File: config.mk
export PLATFORM = sky130hd
export DESIGN_NAME = mem_port_arbiter
export DESIGN_NICKNAME = d
export VERILOG_FILES = /design/src/rtl/mem_arb_pkg.sv /design/src/rtl/mem_arb_rr2.sv /design/src/rtl/mem_port_arbiter.sv
export SDC_FILE = /design/constraint.sdc
export NUM_CORES = 1
export LEC_CHECK = 0
export CAP_MARGIN = 10
export CORE_ASPECT_RATIO = 0.9
export CORE_UTILIZATION = 36
export DETAILED_ROUTE_END_ITERATION = 12
export PLACE_DENSITY = 0.83
export SLEW_MARGIN = 20
export SYNTH_ARGS = -nofsm -noshare
export SYNTH_HDL_FRONTEND = slang
export SYNTH_SLANG_ARGS = --single-unit
File: constraint.sdc
create_clock -name clk -period 1.7 [get_ports clk]
set_input_delay 0.255 -clock clk [delete_from_list [all_inputs] [get_ports clk]]
set_output_delay 0.255 -clock clk [all_outputs]
set_load 0.02 [all_outputs]
File: src/rtl/mem_arb_pkg.sv
// mem_arb_pkg: shared FSM states, access size codes and lane mask helper for the memory port arbiter
package mem_arb_pkg;
   localparam int DATA_W = 32;
   localparam logic [1:0] SZ_BYTE = 2'd0;
   localparam logic [1:0] SZ_HALF = 2'd1;
   localparam logic [1:0] SZ_WORD = 2'd2;
   typedef enum logic [1:0] {IDLE, ACCESS, MERGE, RESP} state_t;
   function automatic logic [DATA_W-1:0] lane_mask(input logic [1:0] size);
      return size == SZ_BYTE ? 32'h0000_00ff : size == SZ_HALF ? 32'h0000_ffff : 32'hffff_ffff;
   endfunction
endpackage

File: src/rtl/mem_arb_rr2.sv
// mem_arb_rr2: two-way round-robin picker, last_grant resets to 1 so requester 0 wins first
module mem_arb_rr2 (
   input  logic       clk,
   input  logic       rst_n,
   input  logic [1:0] req,
   input  logic       adv,
   output logic [1:0] gnt
);
   logic last;
   always_ff @(posedge clk)
      if (!rst_n) last <= 1'b1;
      else if (adv) last <= gnt[1];
   always_comb gnt = &req ? (last ? 2'b01 : 2'b10) : req;
endmodule

File: src/rtl/mem_port_arbiter.sv
// mem_port_arbiter: round-robin share of a single-port memory with load capture, word store and byte/half read-modify-write
module mem_port_arbiter
   import mem_arb_pkg::*;
#(
   parameter int ADDR_WIDTH = 32,
   parameter int BYTE_SIZE  = 4
) (
   input  logic                    clk,
   input  logic                    rst_n,
   input  logic                    m0_req,
   input  logic                    m0_we,
   input  logic [1:0]              m0_size,
   input  logic [ADDR_WIDTH-1:0]   m0_addr,
   input  logic [BYTE_SIZE*8-1:0]  m0_wdata,
   output logic                    m0_gnt,
   output logic                    m0_rvalid,
   output logic [BYTE_SIZE*8-1:0]  m0_rdata,
   input  logic                    m1_req,
   input  logic                    m1_we,
   input  logic [1:0]              m1_size,
   input  logic [ADDR_WIDTH-1:0]   m1_addr,
   input  logic [BYTE_SIZE*8-1:0]  m1_wdata,
   output logic                    m1_gnt,
   output logic                    m1_rvalid,
   output logic [BYTE_SIZE*8-1:0]  m1_rdata,
   output logic [ADDR_WIDTH-1:0]   mem_addr,
   output logic                    mem_we,
   output logic [BYTE_SIZE*8-1:0]  mem_wd,
   input  logic [BYTE_SIZE*8-1:0]  mem_rd
);
   state_t state, nxt;
   logic [1:0] pick, gnt, rv_q;
   logic id_q, we_q;
   logic [1:0] size_q;
   logic [ADDR_WIDTH-1:0] addr_q;
   logic [DATA_W-1:0] wdata_q, old_q, rdata_q, mask;
   assign mask = lane_mask(size_q);
   mem_arb_rr2 u_rr (.clk(clk), .rst_n(rst_n), .req({m1_req, m0_req}), .adv(|gnt), .gnt(pick));
   assign gnt = pick & {2{state == IDLE && rst_n}};
   assign m0_gnt = gnt[0];
   assign m1_gnt = gnt[1];
   assign m0_rvalid = rv_q[0];
   assign m1_rvalid = rv_q[1];
   assign m0_rdata = rdata_q;
   assign m1_rdata = rdata_q;
   always_ff @(posedge clk)
      if (!rst_n) state <= IDLE;
      else state <= nxt;
   always_comb begin
      nxt = state;
      mem_addr = '0;
      mem_we = 1'b0;
      mem_wd = '0;
      case (state)
         IDLE: nxt = |gnt ? ACCESS : IDLE;
         ACCESS: begin
            mem_addr = addr_q;
            mem_we = we_q & size_q[1];
            mem_wd = mem_we ? wdata_q : '0;
            nxt = (we_q & ~size_q[1]) ? MERGE : RESP;
         end
         MERGE: begin
            mem_addr = addr_q;
            mem_we = 1'b1;
            mem_wd = (old_q & ~mask) | (wdata_q & mask);
            nxt = RESP;
         end
         default: nxt = IDLE;
      endcase
      mem_we = mem_we & rst_n;
   end
   // size codes 2 and 3 both have bit 1 set, so size_q[1] alone means "full word"
   always_ff @(posedge clk)
      if (!rst_n) begin
         id_q <= 1'b0;
         we_q <= 1'b0;
         size_q <= SZ_BYTE;
         addr_q <= '0;
         wdata_q <= '0;
         old_q <= '0;
         rdata_q <= '0;
         rv_q <= 2'b00;
      end else begin
         if (|gnt) begin
            id_q <= gnt[1];
            we_q <= gnt[1] ? m1_we : m0_we;
            size_q <= gnt[1] ? m1_size : m0_size;
            addr_q <= gnt[1] ? m1_addr : m0_addr;
            wdata_q <= gnt[1] ? m1_wdata : m0_wdata;
         end
         if (state == ACCESS) begin
            old_q <= mem_rd;
            rdata_q <= we_q ? '0 : mem_rd & mask;
         end
         rv_q <= nxt == RESP ? (id_q ? 2'b10 : 2'b01) : 2'b00;
      end
endmodule

==> impl_metrics.json <==
{
  "postPlaceCellArea_um2": 9050,
  "clock_power_share_pct": 26.5,
  "number_of_synthesized_register_bits": 129,
  "clkTransAtPathRegs_ps": 50,
  "floorplan.initialDensity_pct": 37.4,
  "placement.io_buffers": 302,
  "antenna_found_initial": 0,
  "netlist-cell-type-count": 37,
  "critical_path.reg2reg.endpoint": "wdata_q[3]",
  "die_h_um": 123,
  "synth_area_um2": 5850,
  "routed-via-count": 5733,
  "maximum_number_of_pins_on_one_net_before_global_route_repair": 82,
  "root_buffer": "clkbuf_16",
  "drt-pass1-iter-count": 4,
  "max-clock-path-buffers": 2,
  "floorplan.die.width_um": 136,
  "required_worst_endpoint_ps": 1440,
  "die_area_um2": 16800,
  "worstSkewPairLatency_ps": 410,
  "timing.final.ws_setup_ps": -404,
  "core-area_um2": 15700,
  "htreeDepth": 4,
  "hold_path.class": "in2reg",
  "endpoint": "mem_wd[20]",
  "slowest_cell_delay_on_critical_path_ps": 330,
  "crit_arrival_ps": 1850,
  "ir_drop_mv": 0.818,
  "wl_per_cell_um": 18.2,
  "rr_startpoint": "state[0]",
  "criticalPathCategory": "reg2out",
  "ys_warn_count": 0,
  "routabilityCongestion": 0.816,
  "critical_path.startpoint_type": "register",
  "first_pass_grt_wire_length_um": 28400,
  "io_pins": 303,
  "cell_count_after_synthesis": 606,
  "combPwrFrac_pct": 43.1,
  "postRouteAntennaNets": 0,
  "yosysSeqAreaShare_pct": 44.1,
  "std_cell_rows": 43,
  "slew_headroom_pct": 54.1,
  "final.period_utilization_pct": 124,
  "route.detailed.drc": 0,
  "nNetsFinal": 1066,
  "max-cap-violations": 0,
  "grt_pass1_vias": 5377,
  "cells_along_the_critical_path": "buf_4, ha_4, a21oi_4, nor2_4, clkbuf_16, a22o_4, buf_6",
  "final_period_minus_worst_setup_slack_ps": 2100,
  "final.fill_count": 1252,
  "synth_async_sr_flop_share_pct": 0,
  "timing_max_transition_violations_final": 0,
  "hold_violations": 0,
  "p_switching_uw": 4540,
  "crit_slowest_cell": "dfxtp_2",
  "grt_use_total_pct": 22.3,
  "syn_avg_cell_area_um2": 9.65,
  "syn-num-nets": 780,
  "place.detailed.hpwl_um": 13200,
  "dp_worst_setup_slack_ps": -524,
  "worst-path-max-fanout": 8,
  "totalWireLength_um": 20100,
  "layout-drive-gt1-share_pct": 22.9,
  "detailedRoute.firstIterationViolations": 269,
  "max_clock_freq_mhz": 475,
  "clock_sinks": 129,
  "grt_remaining_overflow": 0,
  "rsz0062_at_grt": "true",
  "powerDensity_nw_per_um2": 1340,
  "number_of_synthesized_flops_with_an_enable_pin": 0,
  "seq_power_share_pct": 30.3,
  "syn_to_final_growth_pct": 74.8,
  "cts_tree": "done",
  "power.static_leakage_uw": 0.00468,
  "ff2ff_setup_slack_ps": 90,
  "final_area_um2": 10200,
  "cts_inserted_buffers": 17,
  "final.hold.worst_slack_ps": 251,
  "p_int_uw": 9190,
  "actual_transition_at_the_worst_max_transition_pin_ps": 687,
  "detail_route.vias_per_cell": 5.19,
  "total_power_uw": 13700,
  "finish.utilization_pct": 65.3,
  "postSynth.topFlopCell": "dfxtp_1",
  "fin_worst_skew_ps": 8.06,
  "failed_checks": "setup timing",
  "final_count_of_negative_setup_slack_endpoints": 65,
  "timing.reg2reg.worst_path_depth": 7,
  "antenna_diode_count": 0,
  "switching_share_pct": 33.1,
  "status": "complete, but fails checks",
  "worst_setup_path_end_kind": "output pin",
  "critical_path.startpoint": "state[1]"
}
[through the flow]
step                setup TNS, ps  std cells
floorplan                    -257        606
global placement           -45670       1055
detailed placement         -50500       1055
CTS                        -23400       1089
global route               -25480       1105
finish                     -20580       1105
[power by group through the flow]
| stage | Combinational (uW) | Sequential [uW] | Clock [uW] |
|---|---|---|---|
| after global placement | 4430 | 4160 | 0 |
| after floorplan | 2590 | 4120 | 0 |
| after detailed placement | 4480 | 4170 | 0 |
| after global routing | 6300 | 4230 | 3850 |
| final | 5920 | 4160 | 3640 |
| after CTS | 4720 | 4130 | 3700 |
[worst min path at each step]
stage | depth (start not counted) | to | slack (ps) | startpoint
after CTS | 4 | state[1] | 250 | rst_n
final | 4 | state[1] | 250 | rst_n
after global routing | 4 | state[1] | 260 | rst_n
after floorplan | 1 | addr_q[0] | 390 | m0_addr[0]
after global placement | 1 | rv_q[0] | 440 | id_q
after detailed placement | 1 | rv_q[0] | 460 | id_q
[metal layers]
layer	track usage, %	wire length (um)	up-vias
met5	0	0	-
met4	8.54	399	0
met3	7.46	1460	24
met1	27.2	8370	2710
li1	-	-	2744
met2	36.1	9920	255
[final cells by class]
class | instances | area, um2 | area share (%)
clock inverter | 11 | 139 | 1.36
sequential | 129 | 2580 | 25.3
clock buffer | 19 | 443 | 4.33
multi-input combinational | 378 | 3020 | 29.6
tap | 202 | 253 | 2.47
timing repair buffer | 353 | 3720 | 36.4
inverter | 13 | 56.3 | 0.551
[cell families (layout without fill, tap and decap cells)]
logic type,count (synthesis),after routing,share of synthesized area [%]
buffers and inverters,99,396,9.22
DFF,129,129,44.1
AOI/OAI and AO/OA,142,142,20.9
muxes,16,16,2.74
and+or+nand+nor,216,216,22.1
adders and majority gates,4,4,0.856
[registers in the layout (all words and copies together) (netlist names), 2 cells and up]
register,count
size_q,2
old_q,24
wdata_q,32
m0_rdata,32
rv_q,2
addr_q,32
state,2
[layout by cell type (no fill, tap or decap), types with 21 or more instances in the layout]
| master | netlist | final |
|---|---|---|
| clkbuf_16 | 0 | 22 |
| and2_4 | 0 | 25 |
| buf_6 | 2 | 59 |
| nand2b_1 | 26 | 26 |
| buf_4 | 33 | 45 |
| clkdlybuf4s50_1 | 0 | 213 |
| and3_1 | 67 | 67 |
| dfxtp_1 | 129 | 127 |
| dlymetal6s2s_1 | 0 | 21 |
| nor2b_1 | 35 | 34 |
| a221o_1 | 67 | 67 |
| and2_1 | 49 | 24 |
[synth_stat cells (2+ instances only)]
cell type  number  area share [%]
a21boi_0       17             2.2
a21boi_1        7            0.90
a21oi_1        11            0.94
a221o_1        67              11
a22o_1         24             3.6
and2_1         49             5.2
and3_1         67             7.2
buf_1           2            0.13
buf_2          22             1.9
buf_4          33             4.2
buf_6           2            0.38
clkbuf_1       26             1.7
dfxtp_1       129              44
ha_1            4            0.86
inv_1          12            0.77
mux2i_1        16             2.7
nand2_1        13            0.83
nand2b_1       26             2.8
nand3_1        18             1.5
nor2_1          3            0.19
nor2b_1        35             3.7
o22ai_1         8            0.86
[what timing repair did]
| item | CTS | global route |
|---|---|---|
| hold buffers | 0 | 0 |
| setup buffers | 4 | 12 |
| gates cloned | 1 | 6 |
| setup endpoints to repair | 191 | 165 |
| pin swaps | 19 | 21 |
| gates resized for setup | 294 | 185 |
[worst max-delay path, delay by kind of cell (launching register included)]
family,cells,cell delay [ps]
flip-flops,1,330
buffers and inverters,3,440
adder cells (fa/ha/maj),1,190
AND/OR/NAND/NOR,1,80
AO/OA/AOI/OAI,2,390
Note: power is estimated with default switching activity, not from simulation.
